**config.mk**
```make
export PLATFORM = sky130hd
export DESIGN_NAME = sar_comparator_ctrl
export DESIGN_NICKNAME = d
export VERILOG_FILES = /design/src/rtl/sar_comparator_ctrl.sv
export SDC_FILE = /design/constraint.sdc
export NUM_CORES = 1
export LEC_CHECK = 0
export CAP_MARGIN = 15
export CORE_ASPECT_RATIO = 1.5
export CORE_MARGIN = 2
export CORE_UTILIZATION = 49
export CTS_BUF_LIST = sky130_fd_sc_hd__clkbuf_2 sky130_fd_sc_hd__clkbuf_4 sky130_fd_sc_hd__clkbuf_8
export CTS_CLUSTER_DIAMETER = 40
export DETAILED_ROUTE_END_ITERATION = 16
export PLACE_DENSITY = 0.75
export SETUP_SLACK_MARGIN = 0.4
export SLEW_MARGIN = 15
export SYNTH_ARGS = -nofsm -noshare
export SYNTH_HDL_FRONTEND = slang
export SYNTH_SLANG_ARGS = --single-unit
```
**constraint.sdc**
```tcl
create_clock -name clk -period 1.95 [get_ports clk]
set_input_delay 0.39 -clock clk [delete_from_list [all_inputs] [get_ports clk]]
set_output_delay 0.39 -clock clk [all_outputs]
set_load 0.03 [all_outputs]
```
**src/rtl/sar_comparator_ctrl.sv**
```systemverilog
`default_nettype none
// +--------------------------------------------------------------------------+
// | sar_comparator_ctrl : successive-approximation controller, MSB first     |
// | Rev 1.0                                                                   |
// +--------------------------------------------------------------------------+
module sar_comparator_ctrl #(
  parameter int N       = 8,
  parameter int SETTLE  = 1,
  parameter int CMP_CYC = 2
) (
  input  logic         clk,
  input  logic         rst,
  input  logic         start,
  input  logic         abort,
  input  logic         cmp_out,
  output logic         cmp_en,
  output logic [N-1:0] dac_code,
  output logic         busy,
  output logic         done,
  output logic [N-1:0] result
);

  localparam int IW   = $clog2(N);
  localparam int TMAX = (SETTLE > CMP_CYC) ? SETTLE : CMP_CYC;
  localparam int TW   = (TMAX > 1) ? $clog2(TMAX) : 1;

  localparam logic [TW-1:0] c_settle_last = TW'(SETTLE - 1);
  localparam logic [TW-1:0] c_cmp_last    = TW'(CMP_CYC - 1);
  localparam logic [IW-1:0] c_idx_msb     = IW'(N - 1);
  localparam logic [N-1:0]  c_msb_code    = {1'b1, {(N-1){1'b0}}};

  typedef enum logic [1:0] {
    ST_IDLE    = 2'd0,
    ST_SETTLE  = 2'd1,
    ST_COMPARE = 2'd2
  } state_t;

  state_t        state_q, state_d;
  logic [IW-1:0] idx_q, idx_d;
  logic [TW-1:0] timer_q, timer_d;
  logic [N-1:0]  dac_code_q, dac_code_d;
  logic [N-1:0]  result_q, result_d;
  logic          busy_q, busy_d;
  logic          done_q, done_d;
  logic          cmp_en_q, cmp_en_d;
  logic [N-1:0]  decided;

  always_comb begin
    state_d    = state_q;
    idx_d      = idx_q;
    timer_d    = timer_q;
    dac_code_d = dac_code_q;
    result_d   = result_q;
    busy_d     = busy_q;
    done_d     = 1'b0;

    // Current code with the bit under test replaced by the comparator decision.
    decided          = dac_code_q;
    decided[idx_q]   = cmp_out;

    case (state_q)
      ST_IDLE: begin
        if (start) begin
          state_d    = ST_SETTLE;
          dac_code_d = c_msb_code;
          idx_d      = c_idx_msb;
          timer_d    = '0;
          busy_d     = 1'b1;
        end
      end

      ST_SETTLE: begin
        if (abort) begin
          state_d    = ST_IDLE;
          dac_code_d = '0;
          busy_d     = 1'b0;
          timer_d    = '0;
        end else if (timer_q == c_settle_last) begin
          state_d = ST_COMPARE;
          timer_d = '0;
        end else begin
          timer_d = timer_q + TW'(1);
        end
      end

      ST_COMPARE: begin
        if (abort) begin
          state_d    = ST_IDLE;
          dac_code_d = '0;
          busy_d     = 1'b0;
          timer_d    = '0;
        end else if (timer_q == c_cmp_last) begin
          timer_d = '0;
          if (idx_q != '0) begin
            dac_code_d                 = decided;
            dac_code_d[idx_q - IW'(1)] = 1'b1;
            idx_d                      = idx_q - IW'(1);
            state_d                    = ST_SETTLE;
          end else begin
            result_d   = decided;
            done_d     = 1'b1;
            busy_d     = 1'b0;
            dac_code_d = '0;
            state_d    = ST_IDLE;
          end
        end else begin
          timer_d = timer_q + TW'(1);
        end
      end

      default: begin
        state_d    = ST_IDLE;
        dac_code_d = '0;
        busy_d     = 1'b0;
        timer_d    = '0;
      end
    endcase

    // Registered strobe keeps the comparator enable free of decode glitches.
    cmp_en_d = (state_d == ST_COMPARE);
  end

  always_ff @(posedge clk or posedge rst) begin
    if (rst) begin
      state_q    <= ST_IDLE;
      idx_q      <= '0;
      timer_q    <= '0;
      dac_code_q <= '0;
      result_q   <= '0;
      busy_q     <= 1'b0;
      done_q     <= 1'b0;
      cmp_en_q   <= 1'b0;
    end else begin
      state_q    <= state_d;
      idx_q      <= idx_d;
      timer_q    <= timer_d;
      dac_code_q <= dac_code_d;
      result_q   <= result_d;
      busy_q     <= busy_d;
      done_q     <= done_d;
      cmp_en_q   <= cmp_en_d;
    end
  end

  assign cmp_en   = cmp_en_q;
  assign dac_code = dac_code_q;
  assign busy     = busy_q;
  assign done     = done_q;
  assign result   = result_q;

endmodule
`default_nettype wire
```
==> results_dict.tcl, run 1 <==
set metrics [dict create \
    via_per_inst 5.75 \
    startpoint_type "flip-flop" \
    crit_type "reg -> reg" \
    critPathArrivalTime_ns 1.91 \
    peakVddDrop_uv 843 \
    yosys.area.top_type "dfrtp_1" \
    powerDensity_nw_per_um2 970 \
    final_nets 192 \
    grt_pass1_vias 1249 \
    row_count 23 \
    rsz0062_at_grt "yes" \
    routabilityCongestion 0.829 \
    required_ns 2.10 \
    r2r_end "idx_q[1]$_DFFE_PP0P_" \
    fin_ws_ns 0.190 \
    cts_root_buf "clkbuf_8" \
    drc_errors 0 \
    clkTransAtPathRegs_ns 0.09 \
    synth-simple-area-share 0.146 \
    area_growth_pct 56.5 \
    drt_iter0_drc 36 \
    async_flop_share 1.00 \
    power.total_mw 2.11 \
    ios 24 \
    antenna_found_initial 0 \
    fin_setup_tns_ns 0 \
    diodes 0 \
    synth_xor_xnor_area_share 0.0126 \
    die_h_um 69.2 \
    synth_edf_count 0 \
    max_freq_mhz 568 \
    coreArea_um2 2680 \
    clk_latency_ns 0.27 \
    yosys_warnings 0 \
    grt_pass1_wl_um 5930 \
    netlist_top_cells_area "dfrtp_1, mux2_2, ha_1, o2bb2ai_1, inv_1" \
    ys_top_cells_by_count "dfrtp_1, mux2_2, inv_1, a21oi_1, o2bb2ai_1" \
    maxSlewViolCount 0 \
    grt-ovfl-total 0 \
    htree_levels 1 \
    cts_num_sinks 25 \
    wl_um 4010 \
    grt_use_total 0.245 \
    finish.utilization 0.813 \
    synthFlopType "dfrtp_1" \
    r2r_slack_ns 0.19 \
    outcome "finished clean" \
    syn_inst 130 \
    pre_cts_ws_ns -0.0125 \
    r2r-start "idx_q[0]$_DFFE_PP0P_" \
    synthMuxAreaShare 0.120 \
    dieArea_um2 3290 \
    hold_viol_final 0 \
    synthAdderAreaFrac 0.0540 \
    fin_crit_ns 1.76 \
    port_buffers 23 \
    clockBufferDepth 2 \
    crit_path_max_fanout 4 \
    worstSetupEndpointType "flip-flop" \
    cts_tree "built" \
    fillCellCount 161 \
    hp-class "in -> async" \
    tightest_slew_ns 0.400 \
    post-route-period-util 0.903 \
    synth.avg_cell_area_um2 10.7 \
    setup_viol 0 \
    cellLeakagePower_nw 1.03 \
    dpl_cell_area_um2 1740 \
    synthDistinctLibCells 36 \
    fin_worst_skew_ns 0.00452 \
    antenna_left 0 \
    relSlewSlack 0.732 \
    ys_seq_area_frac 0.450 \
    drive_gt1_frac 0.472 \
    grt_max_degree 26 \
    reg2regPathDepth 6 \
    syn-num-nets 141 \
    num_vias 1248 \
    synth.most_common_cell "dfrtp_1" \
    wire_per_inst_um 18.5 \
    die_w_um 47.5 \
    synth_area_um2 1390 \
    start_util 0.519 \
    ys_seq_elements 25 \
    cts-buffers-inserted 3 \
    dr.pass1.iters 4 \
    yosys.area.top_type_share 0.450 \
    synth_compound_area_frac 0.173 \
    cap_violations 0 \
    synth_top_family_by_area "compound AO/OA/AOI/OAI gates" \
    postCtsHoldBufs 0 \
    design_area_um2 2180 \
    dp_hpwl_um 2310 \
]
==> logic make-up (layout without fill, tap and decap cells) <==
group | count (synthesis) | count (layout)
xor gates and xnor gates | 2 | 2
adders and majority gates | 6 | 6
muxes | 15 | 15
and+or+nand+nor | 32 | 32
AOI/OAI and AO/OA | 35 | 35
buffers and inverters | 15 | 65
DFF | 25 | 25
==> state kept, by name, summed over array words and instances, names as in the netlist <==
register and cells:
cmp_en 1, busy 1, dac_code 8, done 1, state_q 2, result 8
timer_q 1, idx_q 3
==> cell type report <==
cell class	instances	area [um2]	share of cell area
sequential	25	628	0.289
multi-input combinational	90	957	0.440
clock buffer	4	48.8	0.0224
timing repair buffer	51	453	0.208
inverter	10	42.5	0.0196
tap	37	46.3	0.0213
==> critical path, cell delays in order, from the launching register on <==
cell and delay (ns):
dfrtp_1 0.45, inv_6 0.06, ha_4 0.15, and2b_4 0.18, or4b_4 0.56, o22ai_2 0.18, a22oi_2 0.07
==> repair_timing <==
item / 4_1_cts / 5_1_grt
resized for setup: 32 / 44
buffers inserted: 8 / 11
hold endpoints to repair: 0 / 0
pin swaps: 4 / 14
endpoints found under the setup margin: 41 / 20
==> stage by stage <==
step,instances,hold WS (ns)
final,217,0.478
after global routing,217,0.523
after CTS,206,0.495
after detailed placement,194,0.480
after global placement,194,0.462
after floorplan,130,0.417
==> power breakdown <==
part | leakage [nW] | total, mW | switching, mW | internal [mW]
Clock | 0.0262 | 0.325 | 0.165 | 0.160
Combinational | 0.685 | 1.13 | 0.627 | 0.507
Sequential | 0.324 | 0.650 | 0.0628 | 0.587
==> how the worst max path moves through the flow <==
stage                                     from                   end  slack, ns  depth (start not counted)
final                     idx_q[0]$_DFFE_PP0P_  idx_q[1]$_DFFE_PP0P_       0.19                          6
after global routing      idx_q[0]$_DFFE_PP0P_  idx_q[1]$_DFFE_PP0P_       0.14                          6
after CTS                 idx_q[0]$_DFFE_PP0P_  idx_q[0]$_DFFE_PP0P_       0.25                          6
after detailed placement                 abort  idx_q[2]$_DFFE_PP0P_      -0.01                          5
after global placement                   abort  idx_q[0]$_DFFE_PP0P_       0.05                          5
after floorplan           idx_q[0]$_DFFE_PP0P_  idx_q[0]$_DFFE_PP0P_       0.27                          7
==> layout by cell type, fill, tap and decap left out, types with 2 or more instances in the layout <==
master,n
dfrtp_1,23
dlygate4sd2_1,20
buf_4,19
buf_6,8
inv_1,7
mux2_2,7
a21oi_1,6
mux2_4,6
o2bb2ai_2,5
nor2_1,4
nand3b_1,4
nand2_1,4
o21ai_0,3
nor3b_2,3
clkbuf_8,3
clkdlybuf4s50_1,3
nand3_2,2
o2bb2ai_4,2
o21ai_2,2
o211ai_1,2
inv_2,2
nor3_1,2
o21ai_1,2
a31oi_1,2
mux2i_1,2
o31a_1,2
ha_4,2
ha_2,2
ha_1,2
dfrtp_2,2
==> per-layer routing <==
layer,part of all wire,vias up,routed length (um),GRT usage
met5,0,-,0,0
met2,0.57,38,2280,0.429
met4,0.040,0,159,0.0802
met3,0.026,15,106,0.0313
met1,0.37,627,1460,0.285
li1,-,568,-,-
(Power assumes the default switching activity.)
==> run 2: changes to the inputs <==
--- a/config.mk
+++ b/config.mk
@@ -6,7 +6,7 @@
 export NUM_CORES = 1
 export LEC_CHECK = 0
 export CAP_MARGIN = 15
-export CORE_ASPECT_RATIO = 1.5
+export CORE_ASPECT_RATIO = 0.7
 export CORE_MARGIN = 2
 export CORE_UTILIZATION = 49
 export CTS_BUF_LIST = sky130_fd_sc_hd__clkbuf_2 sky130_fd_sc_hd__clkbuf_4 sky130_fd_sc_hd__clkbuf_8
==> run 2 against run 1 <==
Wire length down 4.5%; utilization is 6.7 points lower; clock power is 3% lower; sequential cell count unchanged; hold slack improved by 0.0027 ns; cell area down 6.0%; combinational power is essentially flat; critical path depth did not move; clock-buffer cell count shrank 1; critical path type unchanged.
==> results_dict.tcl, run 2 (synthesis results as in run 1) <==
set metrics [dict create \
    fin_worst_skew_ns 0.00324 \
    startpoint_type "flip-flop" \
    fin_ws_ns 0.158 \
    critPathLaunch "state_q[1]$_DFF_PP0_" \
    cellLeakagePower_nw 0.941 \
    postCtsHoldBufs 0 \
    port_buffers 23 \
    grt_pass1_vias 1199 \
    cts_tree "built" \
    gr-usage-met2 0.361 \
    antenna_found_initial 0 \
    tightest_slew_ns 0.328 \
    grt_pass1_wl_um 5710 \
    critPathArrivalTime_ns 1.94 \
    die_w_um 67.7 \
    dp_hpwl_um 2220 \
    hp-class "in -> async" \
    required_ns 2.10 \
    area_growth_pct 47.2 \
    relSlewSlack 0.780 \
    hold_ws_ns 0.481 \
    grt-ovfl-total 0 \
    antenna_left 0 \
    crit_path_max_fanout 5 \
    met3_usage 0.0512 \
    wl_um 3830 \
    ios 24 \
    rsz0062_at_grt "yes" \
    dp_cells 191 \
    crit_slowest_cell "or4b_4" \
    drc_errors 0 \
    slowest_delay_ns 0.51 \
    pre_cts_ws_ns -0.0101 \
    peakVddDrop_uv 1020 \
    drive_gt1_frac 0.441 \
    cts_num_sinks 25 \
    diodes 0 \
    stdcell_count 206 \
    powerDensity_nw_per_um2 1030 \
    fillCellCount 164 \
    finish.utilization 0.746 \
    fin_crit_ns 1.79 \
    max_freq_mhz 558 \
    htree_levels 1 \
    crit_buf_inv 1 \
    multiInputGateArea_um2 918 \
    critPathTopFamily "simple AND/OR/NAND/NOR gates" \
    grt_use_total 0.232 \
    clkTransAtPathRegs_ns 0.09 \
    crit_type "reg -> reg" \
    row_count 16 \
    setup_viol 0 \
    via_per_inst 5.96 \
    worstSetupEndpointType "flip-flop" \
    grt.busiest_layer "met2" \
    clk_latency_ns 0.27 \
    num_vias 1228 \
    drt_iter0_drc 67 \
    die_h_um 48.6 \
    maxSlewViolCount 0 \
    routabilityCongestion 0.901 \
    met1_usage 0.330 \
    r2r-start "state_q[1]$_DFF_PP0_" \
    start_util 0.507 \
    cts_root_buf "clkbuf_8" \
    post-route-period-util 0.919 \
    final_common_cell "dfrtp_1" \
    final_cell_mix "dfrtp_1, dlygate4sd2_1, buf_4" \
    cap_violations 0 \
    fin_setup_tns_ns 0 \
    crit_chain "inv_1 -> ha_4 -> nand2b_1 -> or4b_4 -> o21ai_2 -> o31ai_1" \
    outcome "finished clean" \
    hold_viol_final 0 \
    coreArea_um2 2740 \
    cts-buffers-inserted 3 \
    final_nets 182 \
    dieArea_um2 3290 \
    grt_max_degree 26 \
    regArea_um2 627 \
    dr.pass1.iters 4 \
    clockBufferDepth 2 \
    wire_per_inst_um 18.6 \
]
==> run 2: cell types whose count changed in the layout (fill, tap and decap cells not counted), sizes merged <==
cell,previous run,this run
dlygate4sd2,20,19
clkdlybuf4s50,3,4
clkbuf,4,3
buf,28,18
clkinvlp,0,1
==> run 2: final cells by class <==
class | instances | share of cell area
clock inverters | 1 | 0.00367
clock buffers | 3 | 0.0202
well taps | 36 | 0.0220
repair buffers | 41 | 0.178
inverters | 10 | 0.0208
multi-input cells | 90 | 0.449
flip-flops and latches | 25 | 0.306
==> run 2: stage by stage <==
stage	cell area, um2	total power, mW
finish	2050	2.12
global route	2050	2.24
CTS	1850	1.82
detailed placement	1720	1.40
global placement	1720	1.38
floorplan	1430	1.18
==> run 2: final timing paths <==
check	endpoint	slack, ns	depth (start not counted)
setup / recovery	idx_q[2]$_DFFE_PP0P_	0.16	6
hold / removal	result[7]$_DFFE_PP0P_	0.48	3
setup reg to reg	idx_q[2]$_DFFE_PP0P_	0.16	6
hold reg to reg	result[3]$_DFFE_PP0P_	0.49	2
max in group asynchronous	state_q[1]$_DFF_PP0_	1.21	3
min in group clk	result[3]$_DFFE_PP0P_	0.49	2
==> run 2: timing repair <==
action                                  in CTS  in global routing
setup buffers                                3                  8
gates resized for setup                     34                 30
pin swaps                                    1                 11
endpoints found under the setup margin      41                 22
==> run 2: layer usage <==
layer / wire (um) / vias up / share of wire
met5: 0 / - / 0
met4: 74 / 0 / 0.019
met3: 143 / 10 / 0.037
met2: 1930 / 40 / 0.50
met1: 1680 / 618 / 0.44
li1: - / 560 / -
==> run 2: tightest hold or removal path, cell delays in order <==
cell and delay (ns):
clkdlybuf4s50_1 0.41, inv_1 0.06, buf_4 0.31
==> run 2: power breakdown <==
part	switching, mW	internal [mW]	total, mW
Sequential	0.0680	0.586	0.654
Combinational	0.638	0.509	1.15
Clock	0.171	0.145	0.316
==> run 3: changes to the inputs <==
--- a/config.mk
+++ b/config.mk
@@ -5,7 +5,7 @@
 export SDC_FILE = /design/constraint.sdc
 export NUM_CORES = 1
 export LEC_CHECK = 0
-export CAP_MARGIN = 15
+export CAP_MARGIN = 25
 export CORE_ASPECT_RATIO = 0.7
 export CORE_MARGIN = 2
 export CORE_UTILIZATION = 49
==> results of run 3 <==
No change in the layout: final DEF, timing and power equal those of run 2.
